===== config.mk =====
export PLATFORM = sky130hd
export DESIGN_NAME = vga_sync_decoder
export DESIGN_NICKNAME = d
export VERILOG_FILES = /design/src/rtl/vga_sync_decoder.sv
export SDC_FILE = /design/constraint.sdc
export NUM_CORES = 1
export LEC_CHECK = 0
export ABC_AREA = 1
export CELL_PAD_IN_SITES_DETAIL_PLACEMENT = 1
export CELL_PAD_IN_SITES_GLOBAL_PLACEMENT = 1
export CORE_UTILIZATION = 35
export CTS_CLUSTER_DIAMETER = 40
export CTS_CLUSTER_SIZE = 40
export DETAILED_ROUTE_END_ITERATION = 16
export HOLD_SLACK_MARGIN = 0.08
export PLACE_DENSITY_LB_ADDON = 0.2
export SLEW_MARGIN = 25
export SYNTH_ARGS = -nofsm -noshare
export SYNTH_HDL_FRONTEND = slang
export SYNTH_SLANG_ARGS = --single-unit

===== constraint.sdc =====
create_clock -name dclk -period 8.6 [get_ports dclk]
set_input_delay 1.29 -clock dclk [delete_from_list [all_inputs] [get_ports dclk]]
set_output_delay 1.29 -clock dclk [all_outputs]
set_load 0.05 [all_outputs]

===== src/rtl/vga_sync_decoder.sv =====
// VGA sync sink: measures hsync/vsync timing, locks to a known mode,
// and recovers active-area pixel coordinates and colour.
module vga_sync_decoder #(
  parameter int HPIXELS     = 800,
  parameter int VLINES      = 521,
  parameter int HPULSE      = 96,
  parameter int VPULSE      = 2,
  parameter int HBP         = 144,
  parameter int HFP         = 784,
  parameter int VBP         = 31,
  parameter int VFP         = 511,
  parameter int LOCK_FRAMES = 2
) (
  input  logic       dclk,
  input  logic       clr,
  input  logic       hsync,
  input  logic       vsync,
  input  logic [3:0] red,
  input  logic [3:0] green,
  input  logic [3:0] blue,
  output logic       locked,
  output logic       frame_start,
  output logic       de,
  output logic [9:0] x,
  output logic [9:0] y,
  output logic [3:0] pix_r,
  output logic [3:0] pix_g,
  output logic [3:0] pix_b,
  output logic [9:0] meas_hpixels,
  output logic [9:0] meas_hpulse,
  output logic [9:0] meas_vlines,
  output logic [9:0] meas_vpulse,
  output logic [7:0] err_cnt
);

  localparam logic [9:0] CMAX = 10'h3FF;
  localparam logic [9:0] HP   = 10'(HPIXELS);
  localparam logic [9:0] VL   = 10'(VLINES);
  localparam logic [9:0] HPW  = 10'(HPULSE);
  localparam logic [9:0] VPW  = 10'(VPULSE);
  localparam logic [9:0] HB   = 10'(HBP);
  localparam logic [9:0] HF   = 10'(HFP);
  localparam logic [9:0] VB   = 10'(VBP);
  localparam logic [9:0] VF   = 10'(VFP);
  localparam logic [3:0] LF   = 4'(LOCK_FRAMES);

  typedef enum logic [1:0] {
    SEARCH,
    TRACK,
    LOCKED
  } state_t;

  state_t     state;
  logic [3:0] good_cnt;

  logic       s1_hs;
  logic       s1_vs;
  logic       hs_d;
  logic       vs_d;
  logic [3:0] s1_r;
  logic [3:0] s1_g;
  logic [3:0] s1_b;

  logic [9:0] hcnt;
  logic [9:0] vpos;
  logic       frame_bad;

  logic       line_start;
  logic       hs_rise;
  logic       vs_fall;
  logic       vs_rise;
  logic       fs_ev;
  logic       vr_ev;
  logic [9:0] hpos;
  logic [9:0] hnext;
  logic [9:0] vinc;
  logic       line_bad;
  logic       vl_bad;
  logic       vp_bad;
  logic       fbad_now;
  logic       timeout;
  logic       de_n;

  // History regs reset high so release from reset never fakes an edge.
  always_ff @(posedge dclk or posedge clr) begin
    if (clr) begin
      s1_hs <= 1'b1;
      s1_vs <= 1'b1;
      hs_d  <= 1'b1;
      vs_d  <= 1'b1;
      s1_r  <= '0;
      s1_g  <= '0;
      s1_b  <= '0;
    end else begin
      s1_hs <= hsync;
      s1_vs <= vsync;
      hs_d  <= s1_hs;
      vs_d  <= s1_vs;
      s1_r  <= red;
      s1_g  <= green;
      s1_b  <= blue;
    end
  end

  assign line_start = hs_d & ~s1_hs;
  assign hs_rise    = ~hs_d & s1_hs;
  assign vs_fall    = vs_d & ~s1_vs;
  assign vs_rise    = ~vs_d & s1_vs;
  assign fs_ev      = line_start & vs_fall;
  assign vr_ev      = line_start & vs_rise;

  assign hpos  = line_start ? '0 : hcnt;
  assign hnext = (hpos == CMAX) ? CMAX : hpos + 10'd1;
  assign vinc  = (vpos == CMAX) ? CMAX : vpos + 10'd1;

  assign line_bad = (line_start && hcnt != HP)
                  || (hs_rise && hpos != HPW);
  assign vl_bad   = fs_ev && (vinc != VL);
  assign vp_bad   = vr_ev && (vinc != VPW);
  assign fbad_now = frame_bad | line_bad | vl_bad | vp_bad;

  // A line_start on the saturated count is sync returning, not a timeout.
  assign timeout = (hcnt == CMAX) && !line_start;

  always_ff @(posedge dclk or posedge clr) begin
    if (clr) begin
      hcnt         <= '0;
      vpos         <= '0;
      frame_bad    <= 1'b0;
      meas_hpixels <= '0;
      meas_hpulse  <= '0;
      meas_vlines  <= '0;
      meas_vpulse  <= '0;
    end else begin
      hcnt      <= hnext;
      frame_bad <= fs_ev ? 1'b0 : fbad_now;
      if (line_start) begin
        meas_hpixels <= hcnt;
        vpos         <= vs_fall ? '0 : vinc;
      end
      if (hs_rise)
        meas_hpulse <= hpos;
      if (fs_ev)
        meas_vlines <= vinc;
      if (vr_ev)
        meas_vpulse <= vinc;
    end
  end

  always_ff @(posedge dclk or posedge clr) begin
    if (clr) begin
      state    <= SEARCH;
      good_cnt <= '0;
      err_cnt  <= '0;
    end else if (timeout) begin
      state    <= SEARCH;
      good_cnt <= '0;
      if (state == LOCKED && err_cnt != 8'hFF)
        err_cnt <= err_cnt + 8'd1;
    end else begin
      unique case (state)
        SEARCH: begin
          if (fs_ev) begin
            state    <= TRACK;
            good_cnt <= '0;
          end
        end
        TRACK: begin
          if (fs_ev) begin
            if (fbad_now) begin
              good_cnt <= '0;
            end else begin
              good_cnt <= good_cnt + 4'd1;
              if (good_cnt + 4'd1 >= LF)
                state <= LOCKED;
            end
          end
        end
        LOCKED: begin
          if (line_bad || (fs_ev && fbad_now)) begin
            state    <= TRACK;
            good_cnt <= '0;
            if (err_cnt != 8'hFF)
              err_cnt <= err_cnt + 8'd1;
          end
        end
        default: begin
          state    <= SEARCH;
          good_cnt <= '0;
        end
      endcase
    end
  end

  assign locked = (state == LOCKED);

  assign de_n = locked
             && hpos >= HB && hpos < HF
             && vpos >= VB && vpos < VF;

  always_ff @(posedge dclk or posedge clr) begin
    if (clr) begin
      frame_start <= 1'b0;
      de          <= 1'b0;
      x           <= '0;
      y           <= '0;
      pix_r       <= '0;
      pix_g       <= '0;
      pix_b       <= '0;
    end else begin
      frame_start <= fs_ev;
      de          <= de_n;
      x           <= de_n ? hpos - HB : '0;
      y           <= de_n ? vpos - VB : '0;
      pix_r       <= de_n ? s1_r : '0;
      pix_g       <= de_n ? s1_g : '0;
      pix_b       <= de_n ? s1_b : '0;
    end
  end

endmodule

==> impl_metrics.tcl, run 1 <==
set metrics [dict create \
    setup-tns-final_ps 0 \
    worst_pin_slew_ps 838 \
    clk_pin_slew_worst_paths_ps 60 \
    synth-edff-count 0 \
    drt_iter0_drc 203 \
    place_ws_ps 4860 \
    dp_hpwl_um 10100 \
    yosys_warnings 0 \
    via_count 4378 \
    antenna_cells 0 \
    post_drt_wl_per_cell_um 15.8 \
    synth.ff_latch_count 125 \
    io-pin-count 99 \
    post_cts_buffers 0 \
    ctsRootBufferMaster "clkbuf_16" \
    netlist_area_um2 5400 \
    vias_per_cell 4.89 \
    grt_pass1_vias 4563 \
    globalplace.congestion 0.808 \
    grt_usage 0.191 \
    netlist_instances 592 \
    p_leak_nw 3.47 \
    synth.distinct_cells 37 \
    start_util 0.356 \
    outcome "complete, no violations" \
    clock_latency_ps 420 \
    drc_errors 0 \
    cts.hold.buffers_added 0 \
    design.die.area_um2 15900 \
    synthArstFlopShare 1.00 \
    row_count 45 \
    antenna_left 0 \
    grt_max_degree 67 \
    rsz0062_at_grt "no" \
    layout_worst_path_cycle_share 0.411 \
    drv_slew 0 \
    htree_levels 4 \
    worstSetupStartpoint "hs_d" \
    finalWirelength_um 14200 \
    yosysSeqAreaShare 0.581 \
    fmax_mhz 283 \
    die_w_um 126 \
    syn_to_final_growth_pct 33.3 \
    portBuffers 98 \
    power_density_nw_per_um2 249 \
    maxSlewHeadroom 0.441 \
    p_total_mw 1.79 \
    criticalPathCategory "reg2reg" \
    cts_buffers 17 \
    post_route_cells_drive_above_1_share 0.0904 \
    fin_crit_ps 3530 \
    worst-path-max-fanout 30 \
    cp-end-kind "flop" \
    setup-violations-final 0 \
    layout_setup_ws_ps 5070 \
    r2r_start "hs_d" \
    clk_path_buf_depth 2 \
    core_um2 15100 \
    synth_fp_nets 618 \
    worstPathArrival_ps 3820 \
    crit_required_ps 8880 \
    ys.flop_type "dfrtp_1" \
    drt_pass1_iterations 4 \
    fin_nets 721 \
    tritoncts "done" \
    hold_path_class "reg2reg" \
    cts-resized-gates 0 \
    hp-start "s1_vs" \
    clock-sinks 125 \
    grt_first_pass_wirelength_um 23600 \
    finalHoldViolCount 0 \
    fin_hold_ws_ps 388 \
    cp-start-kind "flop" \
    clock_skew_ps 9.37 \
    synth.avg_cell_area_um2 9.11 \
    max-vdd-ir-drop_uv 150 \
    grt-ovfl-total 0 \
    max-cap-violations 0 \
    fp.dieH_um 126 \
    antenna_found_initial 0 \
]
[area by class of cell]
class | instances | area, µm²
Clock buffer | 19 | 453
Clock inverter | 13 | 170
Fill cell | 1695 | 7960
Inverter | 74 | 280
Multi-Input combinational cell | 377 | 1920
Sequential cell | 125 | 3130
Tap cell | 188 | 235
Timing Repair Buffer | 100 | 996
[final timing paths]
kind / slack, ps / end / depth (start not counted)
worst min-delay path: 390 / vs_d / 0
worst max-delay path: 5070 / x[7] / 14
worst min register to register: 390 / vs_d / 0
max in group asynchronous: 5890 / x[8] / 3
min in group asynchronous: 1390 / err_cnt[2] / 2
worst max register to register: 5070 / x[7] / 14
[synthesized netlist by cell type (2+ instances only)]
cell type	number	area [µm²]
a21oi_1	4	20.0
a31oi_1	11	68.8
buf_1	2	7.51
clkbuf_1	12	45.0
dfrtp_1	121	3030
dfstp_2	4	105
ha_1	10	125
inv_1	72	270
inv_2	2	7.51
nand2_1	128	480
nand2_2	7	43.8
nand2_4	2	22.5
nand3_1	41	205
nand3_4	4	70.1
nand4_1	9	56.3
nor2_1	77	289
nor2_4	2	22.5
nor3_1	10	50.1
nor4_1	4	25.0
o21ai_0	38	190
o21bai_1	3	22.5
o22ai_1	4	25.0
xnor2_1	7	61.3
xor2_1	5	43.8
[logic make-up (layout without fill, tap and decap cells)]
kind of cell	count (synthesis)	count (layout)	synth area share
adder cells (fa/ha/maj)	10	10	0.0232
AO/OA/AOI/OAI	66	66	0.0700
AND/OR/NAND/NOR	289	289	0.243
flip-flops	125	125	0.581
XOR/XNOR	12	12	0.0195
buffers and inverters	90	206	0.0635
[placed cells by master (no fill, tap or decap), types with 3 or more instances in the layout]
cell type        Yosys  final
nor2_1              77     76
bufinv_16            0      4
a21oi_1              4      4
dfstp_2              4      4
dfrtp_1            121    121
nand3_4              4      4
xor2_1               5      5
clkbuf_16            0     17
nor3_1              10     10
o22ai_1              4      4
inv_1               72     71
nor4_1               4      4
a31oi_1             11     11
clkdlybuf4s50_1      0     98
clkinv_2             0      7
nand2_1            128    128
o21ai_0             38     38
nand4_1              9      9
xnor2_1              7      7
o21bai_1             3      3
nand3_1             41     41
nand2_2              7      7
ha_1                10     10
[per-layer routing]
metal,GRT usage,vias up,wire length (µm)
met5,0,-,0
met4,0.0638,0,178
met3,0.0493,16,525
met2,0.304,93,6750
met1,0.255,2167,6740
li1,-,2102,-
[critical path, stage by stage, from the launching register on]
cell and delay (ps):
dfstp_2 520, inv_1 60, nor2_4 480, inv_1 560
nand2_1 300, inv_1 110, nand2_1 110, nand2_1 60
nor2_1 140, nor2_1 60, nand4_1 460, buf_4 350
inv_1 80, nand2_1 60, a31oi_1 40
[sequential cells by signal, summed over array words and instances, names as in the netlist]
name and count:
de 1, err_cnt 8, frame_bad 1, frame_start 1, good_cnt 4, hcnt 10
hs_d 1, meas_hpixels 10, meas_hpulse 10, meas_vlines 10, meas_vpulse 10, pix_b 4
pix_g 4, pix_r 4, s1_b 4, s1_g 4, s1_hs 1, s1_r 4
s1_vs 1, state 2, vpos 10, vs_d 1, x 10, y 10
[report_power, final]
| group | total (mW) | switching [mW] | internal (mW) |
|---|---|---|---|
| Clock | 0.759 | 0.263 | 0.496 |
| Sequential | 0.684 | 0.0434 | 0.640 |
| Combinational | 0.346 | 0.240 | 0.106 |
| Total | 1.79 | 0.546 | 1.24 |
[stage by stage]
stage / utilization / instances / instance area (µm²)
after floorplan: - / 592 / 5400
after global placement: 0.433 / 864 / 6560
after detailed placement: 0.433 / 864 / 6560
after CTS: 0.475 / 896 / 7190
after global routing: 0.475 / 896 / 7190
final: 0.475 / 896 / 7190
No activity file was read; power rests on OpenSTA's default activity.
==> run 2, diff against run 1 <==
==> constraint.sdc (replaced) <==
create_clock -name dclk -period 2.85 [get_ports dclk]
set_input_delay 0.4275 -clock dclk [delete_from_list [all_inputs] [get_ports dclk]]
set_output_delay 0.4275 -clock dclk [all_outputs]
set_load 0.05 [all_outputs]
==> impl_metrics.tcl, run 2 (synthesized netlist as in run 1, its figures left out) <==
set metrics [dict create \
    outcome "complete, no violations" \
    cp_cell_sequence "inv_1, nor2_4, nor2_1, inv_1, ha_1, nand2_1, nor2_1, nand4_1, nand2_1, nand2_1, nor2_2, nand3_4, nand2_4, nand3_4, nand2_4, nand2_1, nand2_1" \
    r2r_start "hs_d" \
    cp-start-kind "flop" \
    vias_per_cell 4.91 \
    worst-path-max-fanout 11 \
    hold_path_class "reg2reg" \
    finalHoldViolCount 0 \
    crit_family "simple AND/OR/NAND/NOR gates" \
    antenna_found_initial 0 \
    tritoncts "done" \
    post_cts_buffers 0 \
    worstPathArrival_ps 2940 \
    core_um2 15100 \
    syn_to_final_growth_pct 35.1 \
    post_drt_wl_per_cell_um 16.1 \
    io-pin-count 99 \
    critPathSlowestCell "dfstp_2" \
    slowest_delay_ps 530 \
    setup-tns-final_ps 0 \
    dp_hpwl_um 10200 \
    layout_commonest_cell "nand2_1" \
    fp.dieH_um 126 \
    drc_errors 0 \
    worstSetupStartpoint "hs_d" \
    fin_crit_ps 2590 \
    design.die.area_um2 15900 \
    max-cap-violations 0 \
    grt_max_degree 84 \
    start_util 0.356 \
    cp_num_buf_inv 2 \
    placed_area_um2 6680 \
    layout_common_cells "nand2_1 (128), dfrtp_1 (121), clkdlybuf4s50_1 (98), nor2_1 (76), inv_1 (71)" \
    globalplace.congestion 0.808 \
    crit_path_frequent_cell "nand2_1" \
    via_count 4462 \
    drt_iter0_drc 198 \
    placed_cells 877 \
    post_route_cells_drive_above_1_share 0.108 \
    cts-resized-gates 0 \
    cp-end-kind "flop" \
    final_cells 909 \
    max-vdd-ir-drop_uv 405 \
    crit_required_ps 3200 \
    clock-sinks 125 \
    fmax_mhz 385 \
    antenna_cells 0 \
    drv_slew 0 \
    ctsRootBufferMaster "clkbuf_16" \
    grt-ovfl-total 0 \
    antenna_left 0 \
    hp-start "s1_vs" \
    grt_pass1_vias 4789 \
    die_w_um 126 \
    finalWirelength_um 14600 \
    p_leak_nw 3.51 \
    htree_levels 4 \
    grt_first_pass_wirelength_um 24700 \
    clock_latency_ps 420 \
    final_area_um2 7290 \
    clk_path_buf_depth 2 \
    grt_usage 0.199 \
    cts_buffers 17 \
    clk_pin_slew_worst_paths_ps 60 \
    power_density_nw_per_um2 733 \
    cts.hold.buffers_added 0 \
    layout_worst_path_cycle_share 0.911 \
    criticalPathCategory "reg2reg" \
    clock_skew_ps 11.0 \
    rsz0062_at_grt "no" \
    fin_nets 734 \
    worst_pin_slew_ps 555 \
    setup-violations-final 0 \
    drt_pass1_iterations 4 \
    row_count 45 \
    maxSlewHeadroom 0.629 \
    portBuffers 98 \
]
==> run 2: cell type report <==
| cell class | count | area [µm²] |
|---|---|---|
| Clock inverter | 14 | 170 |
| Sequential cell | 125 | 3130 |
| Multi-Input combinational cell | 377 | 1920 |
| Clock buffer | 18 | 439 |
| Fill cell | 1738 | 7860 |
| Inverter | 74 | 282 |
| Timing Repair Buffer | 113 | 1110 |
| Tap cell | 188 | 235 |
==> run 2: path summary, 6_finish.rpt <==
check                             endpoint  slack (ps)  depth (start not counted)
setup / recovery                err_cnt[5]         260                         17
hold / removal                        vs_d         380                          0
setup reg to reg                err_cnt[5]         260                         17
hold reg to reg                       vs_d         380                          0
max in group asynchronous             x[1]        1920                          3
min in group asynchronous  meas_hpixels[8]         490                          3
==> run 2: stage by stage <==
step	power (mW)	setup slack [ps]	util	hold WS, ps
after floorplan	2.78	314	-	361
after global placement	3.11	346	0.441	368
after detailed placement	3.15	187	0.441	371
after CTS	5.42	150	0.481	382
after global routing	5.58	25.6	0.481	389
final	5.34	255	0.481	381
==> run 2: routing by layer <==
layer / vias up / track usage / routed length, µm
met1: 2227 / 0.254 / 6690
li1: 2121 / - / -
met3: 21 / 0.0472 / 503
met4: 0 / 0.0780 / 211
met5: - / 0 / 0
met2: 93 / 0.326 / 7220
==> run 2: report_power, final <==
| part | switching [mW] | internal (mW) |
|---|---|---|
| Sequential | 0.122 | 1.93 |
| Clock | 0.821 | 1.40 |
| Combinational | 0.732 | 0.342 |
| Total | 1.67 | 3.67 |
==> run 2: worst reg2reg max path, cell delays in order (launching register included) <==
cell     delay (ps)
dfstp_2         530
inv_1            60
nor2_4          220
nor2_1          110
inv_1           150
ha_1            180
nand2_1          50
nor2_1          110
nand4_1         120
nand2_1          90
nand2_1          70
nor2_2          180
nand3_4         130
nand2_4         100
nand3_4         140
nand2_4         140
nand2_1          80
nand2_1          60
==> run 3, diff against run 2 <==
--- a/config.mk
+++ b/config.mk
@@ -9,8 +9,8 @@
 export CELL_PAD_IN_SITES_DETAIL_PLACEMENT = 1
 export CELL_PAD_IN_SITES_GLOBAL_PLACEMENT = 1
 export CORE_UTILIZATION = 35
+export CTS_BUF_LIST = sky130_fd_sc_hd__clkbuf_8
 export CTS_CLUSTER_DIAMETER = 40
-export CTS_CLUSTER_SIZE = 40
 export DETAILED_ROUTE_END_ITERATION = 16
 export HOLD_SLACK_MARGIN = 0.08
 export PLACE_DENSITY_LB_ADDON = 0.2
==> impl_metrics.tcl, run 3 (synthesized netlist as in run 1, its figures left out) <==
set metrics [dict create \
    outcome "complete, no violations" \
    slowest_delay_ps 530 \
    clock_latency_ps 450 \
    worst-path-max-fanout 11 \
    finalWirelength_um 14300 \
    p_int_mw 3.16 \
    drv_slew 0 \
    cp_cell_sequence "inv_1, nor2_4, nor2_1, inv_1, ha_1, nand2_1, nor2_1, nand4_1, nand2_1, nand2_1, nor2_2, nand3_4, nand2_4, nand3_4, nand2_4, nand2_1, nand2_1" \
    fmax_mhz 386 \
    hold_end "vs_d" \
    design.die.area_um2 15900 \
    dp_hpwl_um 10200 \
    critPathSlowestCell "dfstp_2" \
    hold_depth 0 \
    power_density_nw_per_um2 670 \
    post_cts_buffers 0 \
    htree_levels 4 \
    wl_met1_um 6680 \
    layout_commonest_cell "nand2_1" \
    layout_worst_path_cycle_share 0.908 \
    clock_skew_ps 11.0 \
    die_w_um 126 \
    max-vdd-ir-drop_uv 260 \
    wl_met2_um 6950 \
    p_comb_frac 0.225 \
    grt-ovfl-total 0 \
    r2r_cells 17 \
    grt_usage 0.194 \
    p_switching_mw 1.60 \
    core_um2 15100 \
    vias_per_cell 4.85 \
    drc_errors 0 \
    max-cap-violations 0 \
    multi_input_area_um2 1920 \
    hp-start "s1_vs" \
    post_route_cells_drive_above_1_share 0.108 \
    setup-violations-final 0 \
    grt_max_degree 84 \
    p_total_mw 4.76 \
    worst_pin_slew_ps 548 \
    fp.dieH_um 126 \
    layout_common_cells "nand2_1 (128), dfrtp_1 (121), clkdlybuf4s50_1 (98), nor2_1 (76), inv_1 (71)" \
    drt_iter0_drc 155 \
    criticalPathCategory "reg2reg" \
    regArea_um2 3130 \
    nFillCells 1765 \
    rsz0062_at_grt "no" \
    rr_endpoint "err_cnt[5]" \
    row_count 45 \
    placed_cells 877 \
    cts_buffers 17 \
    switching_share 0.336 \
    portBuffers 98 \
    io-pin-count 99 \
    antenna_found_initial 0 \
    drt_pass1_iterations 4 \
    globalplace.congestion 0.808 \
    fin_nets 734 \
    syn_to_final_growth_pct 31.6 \
    via_count 4413 \
    pwr-share-clk 0.344 \
    final_area_um2 7100 \
    start_util 0.356 \
    maxSlewHeadroom 0.634 \
    p_leak_nw 3.42 \
    clk_pin_slew_worst_paths_ps 80 \
    r2r_start "hs_d" \
    worstPathArrival_ps 2970 \
    placed_area_um2 6680 \
    dr.max_layer_used "met4" \
    grt_first_pass_wirelength_um 24200 \
    wl_met3_um 474 \
    fin_crit_ps 2590 \
    regToRegSetupSlack_ps 260 \
    clock-sinks 125 \
    cp-start-kind "flop" \
    seqPwrFrac 0.431 \
    antenna_cells 0 \
    crit_required_ps 3230 \
    antenna_left 0 \
    place_ws_ps 187 \
    clk_path_buf_depth 2 \
    ctsRootBufferMaster "clkbuf_8" \
    grt_pass1_vias 4714 \
    cp-end-kind "flop" \
    tritoncts "done" \
    crit_path_frequent_cell "nand2_1" \
    layout_setup_ws_ps 261 \
    post_drt_wl_per_cell_um 15.7 \
    finalHoldViolCount 0 \
    final_cells 909 \
    setup-tns-final_ps 0 \
    hold_path_class "reg2reg" \
]
==> run 3: through the flow <==
| stage | hold slack (ps) | util |
|---|---|---|
| floorplan | 361 | - |
| global placement | 368 | 0.441 |
| detailed placement | 371 | 0.441 |
| CTS | 382 | 0.468 |
| global route | 384 | 0.469 |
| finish | 386 | 0.469 |
==> run 3: routing by layer <==
layer | GRT usage | vias up
met4 | 0.0765 | 0
met2 | 0.313 | 80
met3 | 0.0459 | 16
met5 | 0 | -
met1 | 0.252 | 2198
li1 | - | 2119
==> run 3: timing repair <==
action	4_1_cts	5_1_grt
hold endpoints to repair	0	0
gates resized for setup	0	2
endpoints found under the setup margin	0	10
hold buffers	0	0
==> run 3: critical path: cells and delay by family, from the launching register on <==
family | cells | cell delay, ps
buffers and inverters | 2 | 220
DFF | 1 | 530
adders and majority gates | 1 | 180
and+or+nand+nor | 14 | 1580
==> run 3: layout make-up <==
cell class                 instances  area share
tap                              188      0.0331
sequential                       125       0.441
inverter                          74      0.0397
timing repair buffer             113       0.156
clock inverter                    14      0.0240
clock buffer                      18      0.0349
multi-input combinational        377       0.271
==> run 3: how the worst max path moves through the flow <==
stage	slack, ps	cells after the start	start	endpoint
global route	20	17	hs_d	err_cnt[5]
detailed placement	190	17	hs_d	err_cnt[6]
finish	260	17	hs_d	err_cnt[5]
floorplan	310	18	hs_d	err_cnt[2]
global placement	350	17	hs_d	err_cnt[6]
CTS	150	17	hs_d	err_cnt[6]
==> run 3: power groups by stage <==
| stage | Sequential [mW] | Clock [mW] | Combinational, mW |
|---|---|---|---|
| floorplan | 2.38 | 0 | 0.396 |
| global route | 2.07 | 1.76 | 1.16 |
| global placement | 2.07 | 0 | 1.04 |
| detailed placement | 2.08 | 0 | 1.07 |
| finish | 2.05 | 1.64 | 1.07 |
| CTS | 2.05 | 1.69 | 1.08 |
